## src/rtl/dmem_interface.sv

```systemverilog
// Data-memory access unit: turns a load/store request into one valid/ready bus transaction and returns aligned, extended load data.
// Optional feature macro: DMEM_MISALIGN_CHECK_EN (adds the misaligned output and completes misaligned accesses without a bus cycle).
module dmem_interface (
   input  logic        clk,
   input  logic        rst_n,
   input  logic        read_enable,
   input  logic        write_enable,
   input  logic [3:0]  strb,
   input  logic [31:0] wb_mask,
   input  logic [4:0]  wb_msb_bit,
   input  logic [31:0] addr,
   input  logic [31:0] wdata,
   output logic        read_valid,
   output logic        write_ready,
   output logic [31:0] rdata,
   output logic        access_fault,
   output logic        bus_req_valid,
   input  logic        bus_req_ready,
   output logic        bus_we,
   output logic [31:0] bus_addr,
   output logic [31:0] bus_wdata,
   output logic [3:0]  bus_wstrb,
   input  logic        bus_rsp_valid,
   output logic        bus_rsp_ready,
   input  logic [31:0] bus_rsp_rdata,
   input  logic        bus_rsp_err
`ifdef DMEM_MISALIGN_CHECK_EN
   ,
   output logic        misaligned
`endif
);

   typedef enum logic [1:0] {
      S_IDLE = 2'd0,
      S_REQ  = 2'd1,
      S_RESP = 2'd2,
      S_DONE = 2'd3
   } state_e;

   state_e      state_q, state_d;
   logic        we_q, we_d;
   logic [1:0]  off_q, off_d;
   logic [31:0] mask_q, mask_d;
   logic [4:0]  msb_q, msb_d;
   logic [31:0] baddr_q, baddr_d;
   logic [31:0] bwdata_q, bwdata_d;
   logic [3:0]  bwstrb_q, bwstrb_d;
   logic [31:0] rdata_q, rdata_d;
   logic        err_q, err_d;
`ifdef DMEM_MISALIGN_CHECK_EN
   logic        mis_q, mis_d;
`endif

   // Shift the lane down, mask it, then fill everything above the sign bit when it is set.
   function automatic logic [31:0] load_align(input logic [31:0] word, input logic [1:0] off,
                                              input logic [31:0] mask, input logic [4:0] msb);
      logic [31:0] t;
      logic [31:0] ext;
      t   = (word >> {off, 3'b000}) & mask;
      ext = (32'hFFFF_FFFF << msb) << 1'b1;
      if ((msb != 5'd0) && t[msb]) begin
         load_align = t | ext;
      end else begin
         load_align = t;
      end
   endfunction

`ifdef DMEM_MISALIGN_CHECK_EN
   function automatic logic is_misaligned(input logic [3:0] s, input logic [1:0] off);
      is_misaligned = ((s == 4'b0011) && off[0]) || ((s == 4'b1111) && (off != 2'b00));
   endfunction
`endif

   // Next-state and payload capture for the request/response sequence.
   always_comb begin
      state_d  = state_q;
      we_d     = we_q;
      off_d    = off_q;
      mask_d   = mask_q;
      msb_d    = msb_q;
      baddr_d  = baddr_q;
      bwdata_d = bwdata_q;
      bwstrb_d = bwstrb_q;
      rdata_d  = rdata_q;
      err_d    = err_q;
`ifdef DMEM_MISALIGN_CHECK_EN
      mis_d    = mis_q;
`endif
      case (state_q)
         S_IDLE: begin
            if (write_enable || read_enable) begin
               we_d     = write_enable;
               off_d    = addr[1:0];
               mask_d   = wb_mask;
               msb_d    = wb_msb_bit;
               baddr_d  = {addr[31:2], 2'b00};
               bwdata_d = wdata << {addr[1:0], 3'b000};
               bwstrb_d = strb << addr[1:0];
               err_d    = 1'b0;
`ifdef DMEM_MISALIGN_CHECK_EN
               if (is_misaligned(strb, addr[1:0])) begin
                  mis_d   = 1'b1;
                  state_d = S_DONE;
               end else begin
                  mis_d   = 1'b0;
                  state_d = S_REQ;
               end
`else
               state_d = S_REQ;
`endif
            end else begin
               state_d = S_IDLE;
            end
         end
         S_REQ: begin
            if (bus_req_ready) begin
               state_d = S_RESP;
            end else begin
               state_d = S_REQ;
            end
         end
         S_RESP: begin
            if (bus_rsp_valid) begin
               err_d = bus_rsp_err;
               if (!we_q) begin
                  rdata_d = load_align(bus_rsp_rdata, off_q, mask_q, msb_q);
               end else begin
                  rdata_d = rdata_q;
               end
               state_d = S_DONE;
            end else begin
               state_d = S_RESP;
            end
         end
         S_DONE:  state_d = S_IDLE;
         default: state_d = S_IDLE;
      endcase
   end

   // State and payload registers; reset clears every output source at once.
   always_ff @(posedge clk or negedge rst_n) begin
      if (!rst_n) begin
         state_q  <= S_IDLE;
         we_q     <= 1'b0;
         off_q    <= 2'b00;
         mask_q   <= 32'h0000_0000;
         msb_q    <= 5'd0;
         baddr_q  <= 32'h0000_0000;
         bwdata_q <= 32'h0000_0000;
         bwstrb_q <= 4'b0000;
         rdata_q  <= 32'h0000_0000;
         err_q    <= 1'b0;
`ifdef DMEM_MISALIGN_CHECK_EN
         mis_q    <= 1'b0;
`endif
      end else begin
         state_q  <= state_d;
         we_q     <= we_d;
         off_q    <= off_d;
         mask_q   <= mask_d;
         msb_q    <= msb_d;
         baddr_q  <= baddr_d;
         bwdata_q <= bwdata_d;
         bwstrb_q <= bwstrb_d;
         rdata_q  <= rdata_d;
         err_q    <= err_d;
`ifdef DMEM_MISALIGN_CHECK_EN
         mis_q    <= mis_d;
`endif
      end
   end

   assign bus_req_valid = (state_q == S_REQ);
   assign bus_rsp_ready = (state_q == S_RESP);
   assign bus_we        = we_q;
   assign bus_addr      = baddr_q;
   assign bus_wdata     = bwdata_q;
   assign bus_wstrb     = bwstrb_q;
   assign read_valid    = (state_q == S_DONE) && !we_q;
   assign write_ready   = (state_q == S_DONE) && we_q;
   assign access_fault  = (state_q == S_DONE) && err_q;
   assign rdata         = rdata_q;
`ifdef DMEM_MISALIGN_CHECK_EN
   assign misaligned    = (state_q == S_DONE) && mis_q;
`endif

endmodule
```

## config.mk

```make
export PLATFORM = sky130hd
export DESIGN_NAME = dmem_interface
export DESIGN_NICKNAME = d
export VERILOG_FILES = /design/src/rtl/dmem_interface.sv
export SDC_FILE = /design/constraint.sdc
export NUM_CORES = 1
export LEC_CHECK = 0
export BUFFER_PORTS_ARGS = -buffer_cell sky130_fd_sc_hd__buf_2
export CORE_ASPECT_RATIO = 1.25
export CORE_MARGIN = 4
export CORE_UTILIZATION = 46
export CTS_CLUSTER_SIZE = 24
export DETAILED_ROUTE_END_ITERATION = 10
export GPL_ROUTABILITY_DRIVEN = 0
export GPL_TIMING_DRIVEN = 0
export PLACE_DENSITY = 0.77
export SETUP_SLACK_MARGIN = 0.15
export SLEW_MARGIN = 10
export SYNTH_ARGS = -nofsm -noshare
export SYNTH_HDL_FRONTEND = slang
export SYNTH_SLANG_ARGS = --single-unit
```

## constraint.sdc

```tcl
create_clock -name clk -period 2.2 [get_ports clk]
set_input_delay 0.22 -clock clk [delete_from_list [all_inputs] [get_ports clk]]
set_output_delay 0.22 -clock clk [all_outputs]
set_load 0.03 [all_outputs]
```

* Word level (Yosys, flattened, before mapping)
Index checks and enable logic that the tools add are counted.
** Storage, ports and cells
- Memories :: 0
- Bits of input ports :: 144
- Register bits after elaboration :: 141
- Logic and storage cells :: 45
- Memory bits (read-only) :: 0
- RAM bits :: 0
- Bits in latches :: 0
- Output and inout port bits :: 106
** Operators by class
- Eq/ne operators :: 5
- Bitwise gates (word level) :: 3
- $add $sub $neg :: 0
- $mul :: 0
- Multiplexer cells :: 10
- Divide/modulo/power cells :: 0
- Order comparisons :: 1
- Shift operators :: 4
- Reductions and logical operators :: 12
** Operators by type and width (number)
- AND 32 bit :: 1
- two-way mux 32 bit :: 1
- bitwise OR 32 bit :: 1
- << shifter 32 x 5 -> 31 bit, first input constant :: 1
- << shifter 32 x 5 -> 32 bit :: 1
- >> shifter 32 x 5 -> 32 bit :: 1
- one-hot mux 2 bit (4 select lines) :: 1
- < comparator 5 x 6 -> 1 bit, second input constant :: 1
- AND reduction 3 bit :: 2
- binary-select mux 1 bit (select 5 bit) :: 1
- two-way mux 1 bit :: 5
- nonzero test 5 bit :: 1
- equality test 2 bit, second input constant :: 2
- logical AND 1 bit :: 4
- inequality test 2 bit, second input constant :: 2
- << shifter 4 x 2 -> 4 bit :: 1
- equality test 2 x 1 -> 1 bit, second input constant :: 1
- logical NOT 2 bit :: 1
- two-way mux 2 bit :: 1
- one-hot mux 1 bit (2 select lines) :: 1
- AND reduction 2 bit :: 1
- nonzero test 2 bit :: 1
- logical NOT 1 bit :: 1
- logical OR 1 bit :: 1
- inverter 1 bit :: 1

* Logic depth before layout (Yosys ltp)
Gate-level depths: netlist (run 1).
- Depth after elaboration :: 6
- Depth in mapped cells :: 11
- Gate-level depth less buffers :: 7

* Worst setup path before layout (run 1)
Ideal clock, no wire load.
- Path kind :: reg2reg
- Start point :: register with a tool-made name
- End point :: register rdata_q[3], in the netlist rdata[3]
- Arrival :: 2.118 ns
- Stages on the path, launching flop included :: 8
- Setup slack :: -0.052 ns
- Buffers on the path :: 2
- Required time :: 2.065 ns
- Clock period less this slack :: 2.252 ns
- Path through :: dfrtp_1 nor2b_1 nand2_1 or2_2 clkbuf_1 clkbuf_1 a21oi_1 o31ai_2
** RTL lines
- end signal, assigned :: RTL line 165 : rdata_q <= rdata_d;
- end, declared :: RTL line 48 : logic [31:0] rdata_q, rdata_d;

* Worst setup path in the final report (run 1)
- Start point :: register off_q[0]
- End point :: register rdata_q[30], in the netlist rdata[30]
** Between the ends
- Longest elaborated chain between the ends :: 6
- Elaborated cells between the ends (all ways) :: 7
- Classes of those cells :: shift: 1; mux: 3; bitwise: 2; reduce/logical: 1
** RTL lines
- start, declared :: RTL line 42 : logic [1:0] off_q, off_d;
- start signal, assigned :: RTL line 145 : off_q <= 2'b00;
- start signal, assigned :: RTL line 159 : off_q <= off_d;
- >> shifter 32 x 5 -> 32 bit (*) :: RTL line 59 : t = (word >> {off, 3'b000}) & mask;
- AND 32 bit (*) :: RTL line 59
- binary-select mux 1 bit (select 5 bit) :: RTL line 61 : if ((msb != 5'd0) && t[msb]) begin
- two-way mux 1 bit (implied by the code) :: RTL line 61
- logical AND 1 bit :: RTL line 61
- two-way mux 32 bit (*) :: RTL line 61
Mark *: on every way between the ends. The rest lies on a longest branch, timed or not. The select of a mux whose other input is x is not followed.
A chain may end at the register's enable or synchronous reset.

==> qor.txt, run 1 <==
status: finished, violations left
failing checks: negative setup slack
Ports: 250
clock skew: 7.67 ps
Die Y: 147 um
Routed wire per std cell: 18.8 um
CP Data Arrival Time: 2650 ps
pin count of the biggest net entering global routing: 79
Max FO, Critical Path: 9
first-pass GRT wire length: 40700 um
unrepaired setup endpoints after global routing: yes
1st-iter DRT viols: 584
Die X: 119 um
Num Clock Sinks: 141
peak supply drop: 1140 uV
port bufs: 247
most common cell after layout, fill and taps aside: nand2_1
synthesized area per cell: 8.82 um2
Die Area: 17600 um2
sequential element share of the synthesized area: 0.494
Tightest Pin Transition: 648 ps
top sig layer: met5
Rows: 50
Synth-to-Final Area Change: 44.2%
most frequent cells in the layout: 297 x nand2_1, 255 x buf_2, 141 x dfrtp_1
TritonCTS clock tree: yes
Max Cap Violations: 0
Clock Latency Late Sink: 420 ps
Leakage: 0.00520 uW
final wirelength: 26000 um
final antenna-violating net count: 0
final setup fails: 30
initial antenna violation count: 5
class of the tightest hold or removal check: in -> reg
clk buf depth: 2
Slew headroom: 0.564
met2 wire len: 12600 um
met1 WL: 9320 um
FF+latch count, synth: 141
Max Transition Viols Final: 0
initial cell density of the core: 0.472
Met3 Wirelength: 2560 um
CTS clk-pin slew, worst paths: 60 ps
# nets final: 1305
via count: 7630
Period Utilization, post-route: 1.07
setup TNS: -3280 ps
ys flop type: dfrtp_1
final worst slack: -158 ps
number of global-route vias before repair: 7665
CTS Buf Count: 17
Syn Inst Count: 810
All-Layer GR Usage: 0.296
Unique masters post-synth: 61
pwr/cell area: 1560 nW/um2
core area: 15100 um2
DP Wirelength: 18700 um
final hold violation count: 0
Mapped Area: 7150 um2
Fmax: 424 MHz
Root Buffer: clkbuf_16
Via-to-Cell Ratio: 5.52
Crit path max-delay family: compound AO/OA/AOI/OAI gates
share of post-route cells with drive strength above 1: 0.325
worst endpoint required time: 2490 ps
Post-Place Setup Slack: -237 ps
Tmin final: 2360 ps
Worst Path Buf+Inv: 2
WS Path Type: reg -> reg
yosys warns: 0
CP cell instances: buf_6 -> mux4_2 -> nand4_1 -> o31ai_2 -> a311oi_4 -> o211ai_4 -> buf_4 -> a2111oi_4 -> nor3_1
DR DRC count: 0
Critical Path End Type: flop
CTS HTree Levels: 4
global route total overflow: 0
CP max-delay cell: mux4_2
CP max stage delay: 540 ps
Post-synth EDFFs: 0
First-pass DRT Iterations: 7
Startpoint Class: flop
async set-or-reset flop fraction in the synthesized netlist: 1.00
## cell usage after synthesis (all sizes together), types with 3 or more instances
| master | n | area share |
|---|---|---|
| mux2 | 12 | 0.020 |
| nand3b | 6 | 0.0063 |
| and3 | 5 | 0.0044 |
| o32a | 3 | 0.0042 |
| clkbuf | 32 | 0.017 |
| o31ai | 13 | 0.015 |
| and2 | 3 | 0.0026 |
| buf | 27 | 0.023 |
| nor3b | 4 | 0.0042 |
| dfrtp | 141 | 0.49 |
| mux2i | 35 | 0.049 |
| a21oi | 21 | 0.015 |
| o21ai | 40 | 0.029 |
| nand2 | 298 | 0.16 |
| inv | 7 | 0.0037 |
| mux4 | 4 | 0.013 |
| a31oi | 18 | 0.018 |
| o211ai | 18 | 0.022 |
| nor3 | 4 | 0.0028 |
| or2 | 3 | 0.0026 |
| nand3 | 28 | 0.023 |
| nor2 | 44 | 0.023 |
| nand2b | 3 | 0.0026 |
| nand4 | 3 | 0.0026 |
| nor2b | 5 | 0.0044 |
| a32oi | 7 | 0.0086 |
## flip-flops by register name (all words and copies together), names as in the netlist, named ones only
| signal | flops |
|---|---|
| bus_wdata | 32 |
| err_q | 1 |
| msb_q | 5 |
| rdata | 32 |
| bus_addr | 30 |
| off_q | 2 |
| mask_q | 32 |
| bus_we | 1 |
| bus_wstrb | 4 |
| state_q | 1 |
## final timing paths
path,depth (start not counted),start,to,slack [ps]
setup / recovery,9,off_q[0]$_DFFE_PN0P_,rdata[30]$_DFFE_PN0P_,-160
hold / removal,3,addr[15],bus_addr[15]$_DFFE_PN0P_,10
setup reg to reg,9,off_q[0]$_DFFE_PN0P_,rdata[30]$_DFFE_PN0P_,-160
hold reg to reg,2,bus_wdata[6]$_DFFE_PN0P_,bus_wdata[6]$_DFFE_PN0P_,460
max in group asynchronous,3,rst_n,mask_q[13]$_DFFE_PN0P_,1040
min in group asynchronous,2,rst_n,bus_addr[19]$_DFFE_PN0P_,350
## repair_timing
item	CTS	global route
setup buffers	11	6
endpoints found under the hold margin	125	0
hold buffers	63	0
endpoints found under the setup margin	91	91
cloned	3	1
pin swaps	6	9
gates resized for setup	26	29
## logic make-up after synthesis
group,Yosys count,share of synthesized area
muxes,51,0.0816
other,1,0.000525
and+or+nand+nor,408,0.237
DFF,141,0.494
AOI/OAI and AO/OA,143,0.143
buffers and inverters,66,0.0434
## report_power, final
group | switching, uW | internal, uW | leakage [uW]
sequential | 850 | 3810 | 0.00175
combinational | 5610 | 2900 | 0.00317
clock | 1130 | 1790 | 0.000284
## metal layers
| layer | GRT usage | vias up |
|---|---|---|
| met2 | 0.493 | 503 |
| met4 | 0.144 | 8 |
| li1 | - | 3472 |
| met1 | 0.350 | 3525 |
| met3 | 0.0855 | 122 |
| met5 | 0 | - |
## cell type report
class                   instances  area (um2)
fillers                      1209        4830
flip-flops and latches        141        3530
multi-input cells             605        3490
repair buffers                331        2090
clock buffers                  19         433
plain buffers                  58         314
well taps                     208         260
clock inverters                13         166
inverters                       7        26.3
diodes                          1        2.50
## per-stage QoR
step,util,total power [uW],cell area (um2),hold slack (ps),std cells
2_1_floorplan,-,9770,7180,-75.6,811
3_3_place_gp,0.573,12100,8680,410,1266
3_5_place_dp,0.575,12200,8710,240,1267
4_1_cts,0.672,15700,10200,2.44,1376
5_1_grt,0.681,17000,10300,13.5,1383
6_report,0.681,16100,10300,11.0,1383
## worst register-to-register path: stages (launching register included)
cell and delay [ps]:
dfrtp_1 330, buf_6 170, mux4_2 550, nand4_1 130
o31ai_2 90, a311oi_4 260, o211ai_4 160, buf_4 180
a2111oi_4 280, nor3_1 80
Note: power is estimated with default switching activity, not from simulation.
==> run 2, diff against run 1 <==
--- a/config.mk
+++ b/config.mk
@@ -5,15 +5,16 @@
 export SDC_FILE = /design/constraint.sdc
 export NUM_CORES = 1
 export LEC_CHECK = 0
+export ABC_AREA = 1
 export BUFFER_PORTS_ARGS = -buffer_cell sky130_fd_sc_hd__buf_2
 export CORE_ASPECT_RATIO = 1.25
 export CORE_MARGIN = 4
-export CORE_UTILIZATION = 46
+export CORE_UTILIZATION = 45
 export CTS_CLUSTER_SIZE = 24
 export DETAILED_ROUTE_END_ITERATION = 10
 export GPL_ROUTABILITY_DRIVEN = 0
 export GPL_TIMING_DRIVEN = 0
-export PLACE_DENSITY = 0.77
+export PLACE_DENSITY = 0.76
 export SETUP_SLACK_MARGIN = 0.15
 export SLEW_MARGIN = 10
 export SYNTH_ARGS = -nofsm -noshare
==> run 2 against run 1 <==
Net effect: the flow now finishes without violations; power up 4.4%; global-route usage down 1.1 points; synthesized cell count up 15%; sequential share of layout area up 0.29 points; sequential cell count unchanged; cell count up 7.5%; combinational power up 6.6%; critical path type unchanged; largest cell class unchanged.
==> qor.txt, run 2 <==
Ports: 250
final wirelength: 26400 um
clk buf depth: 2
worst r2r dst: rdata[23]$_DFFE_PN0P_
pin count of the biggest net entering global routing: 59
port bufs: 247
unrepaired setup endpoints after global routing: yes
Via-to-Cell Ratio: 5.33
R2R Setup Slk: 110 ps
CTS clk-pin slew, worst paths: 60 ps
Post-Synth XOR/XNOR Area: 0
final hold violation count: 0
crit path to: rdata[23]$_DFFE_PN0P_
Unique masters post-synth: 32
status: completed
Post-synth top cells: 400 x nand2_1, 141 x dfrtp_1, 80 x nor2_1, 57 x o21ai_0, 53 x inv_1
Max Cap Violations: 0
first-pass GRT wire length: 39400 um
initial antenna violation count: 2
share of post-route cells with drive strength above 1: 0.307
DP Wirelength: 18500 um
Period Utilization, post-route: 0.950
Worst Path Buf+Inv: 5
Mapped Area: 7020 um2
class of the tightest hold or removal check: in -> reg
1st-iter DRT viols: 665
Max FO, Critical Path: 6
Crit path max-delay family: simple AND/OR/NAND/NOR gates
Die Y: 148 um
Num Clock Sinks: 141
dominant cells by area after synthesis: dfrtp_1 50%, nand2_1 21%, nor2_1 4.3%, o21ai_0 4.1%, nand3_1 3.1%
core area: 15100 um2
All-Layer GR Usage: 0.285
First-pass DRT Iterations: 6
FF+latch count, synth: 141
hold wc startpoint: wb_mask[11]
Stages on worst setup path: 14
number of antenna diodes: 0
global route total overflow: 0
Synth top area share: 0.503
CTS HTree Levels: 4
complex-gate fraction of the synthesized area: 0.113
Reg area: 3530 um2
CTS Buf Count: 17
fraction of synthesized area in multiplexers: 0.0171
ys flop type: dfrtp_1
pwr/cell area: 1640 nW/um2
CP max stage delay: 430 ps
TritonCTS clock tree: yes
Syn Inst Count: 930
DR DRC count: 0
sequential element share of the synthesized area: 0.503
final setup fails: 0
post-synthesis simple-gate area fraction: 0.298
# nets final: 1410
Hold Slack: 4.36 ps
Fmax: 479 MHz
reg2reg path depth: 14
yosys warns: 0
Routed wire per std cell: 17.8 um
Leakage: 0.00542 uW
Root Buffer: clkbuf_16
synthesized area per cell: 7.55 um2
Max Transition Viols Final: 0
most common cell after layout, fill and taps aside: nand2_1
Tmin final: 2090 ps
r2r startpoint: off_q[1]$_DFFE_PN0P_
async set-or-reset flop fraction in the synthesized netlist: 1.00
Tightest Pin Transition: 696 ps
clock skew: 7.12 ps
Clock Latency Late Sink: 430 ps
number of global-route vias before repair: 7643
Startpoint Class: flop
Rows: 50
Die X: 120 um
Die Area: 17700 um2
Setup crit start: off_q[1]$_DFFE_PN0P_
largest family of logic cells by synthesized area: simple AND/OR/NAND/NOR gates
CP cell instances: inv_2 -> buf_4 -> buf_4 -> nand3_2 -> nand3_2 -> nand2_1 -> nand2_1 -> nor2_1 -> nand2_1 -> nand3_2 -> nand3_4 -> buf_6 -> buf_12 -> a31oi_1
Layout fillers: 1273
CP max-delay cell: dfrtp_1
final antenna-violating net count: 0
CP Data Arrival Time: 2440 ps
count leader, synth: nand2_1
area occupied by multi-input gates: 3300 um2
Critical Path End Type: flop
Post-synth EDFFs: 0
initial cell density of the core: 0.464
Synth-to-Final Area Change: 45.6%
via count: 7928
post-synthesis adder-cell area fraction: 0
most frequent cells in the layout: 386 x nand2_1, 250 x buf_2, 141 x dfrtp_1
peak supply drop: 870 uV
worst endpoint required time: 2550 ps
Slew headroom: 0.536
dominant cell type by area after synthesis: dfrtp_1
WS Path Type: reg -> reg
power consumption: 16800 uW
[run 2: changes by cell type after synthesis, sizes merged, moves of 9 or more]
cell    delta
a21oi      +9
inv       +49
mux2      -12
mux2i     -23
nand2    +102
nand3     +17
nor2      +39
o211ai    -14
o21ai     +22
o221ai    +15
o31ai     -13
[run 2: what timing repair did]
action	CTS	global route
gates cloned	1	2
resized for setup	11	96
setup endpoints to repair	110	121
hold buffers	50	0
hold endpoints to repair	82	0
buffers inserted	1	13
pin swaps	3	15
[run 2: power breakdown]
group	internal (uW)	switching, uW	total [uW]
registers	3840	817	4660
logic	2900	6170	9070
clock network	1900	1160	3060
[run 2: worst min path at each step]
stage | cells after the start | slack [ps] | end
after floorplan | 0 | -80 | async pin
after global placement | 3 | 420 | bus_addr[4]$_DFFE_PN0P_
after detailed placement | 1 | 130 | rdata[11]$_DFFE_PN0P_
after CTS | 3 | 0.2 | mask_q[11]$_DFFE_PN0P_
after global routing | 3 | 4 | bus_addr[12]$_DFFE_PN0P_
final | 3 | 4 | mask_q[11]$_DFFE_PN0P_
[run 2: per-layer routing]
layer / track usage / wire, um / up-vias
li1: - / - / 3659
met1: 0.325 / 9520 / 3645
met2: 0.487 / 13000 / 500
met3: 0.0823 / 2510 / 120
met4: 0.143 / 1350 / 4
met5: 0 / 15 / -
[run 2: worst register-to-register path: cells and delay by family, from the launching register on]
family	cells	cell delay, ps
AND/OR/NAND/NOR	8	750
buffers and inverters	5	670
flip-flops	1	430
AO/OA/AOI/OAI	1	150
[run 2: through the flow]
stage               setup slack (ps)  setup TNS, ps   util  area (um2)  instances
global placement               -1100        -157700  0.563        8520       1386
finish                           110              0  0.675       10200       1487
CTS                              151              0  0.644        9750       1472
floorplan                        304              0      -        7020        931
global route                   -34.3          -37.9  0.675       10200       1487
detailed placement              -243         -10020  0.567        8580       1388
[run 2: logic make-up (layout without fill, tap and decap cells)]
| logic type | after synthesis | count (layout) |
|---|---|---|
| simple gates | 533 | 533 |
| other cells | 1 | 2 |
| mux | 12 | 12 |
| compound gates | 136 | 136 |
| buf+inv | 107 | 455 |
| flops | 141 | 141 |
[run 2: layout make-up]
cell class,count,share of cell area
plain buffers,51,0.0301
flip-flops and latches,141,0.345
clock inverters,14,0.0190
inverters,56,0.0220
clock buffers,18,0.0420
well taps,208,0.0255
repair buffers,316,0.193
multi-input cells,683,0.323
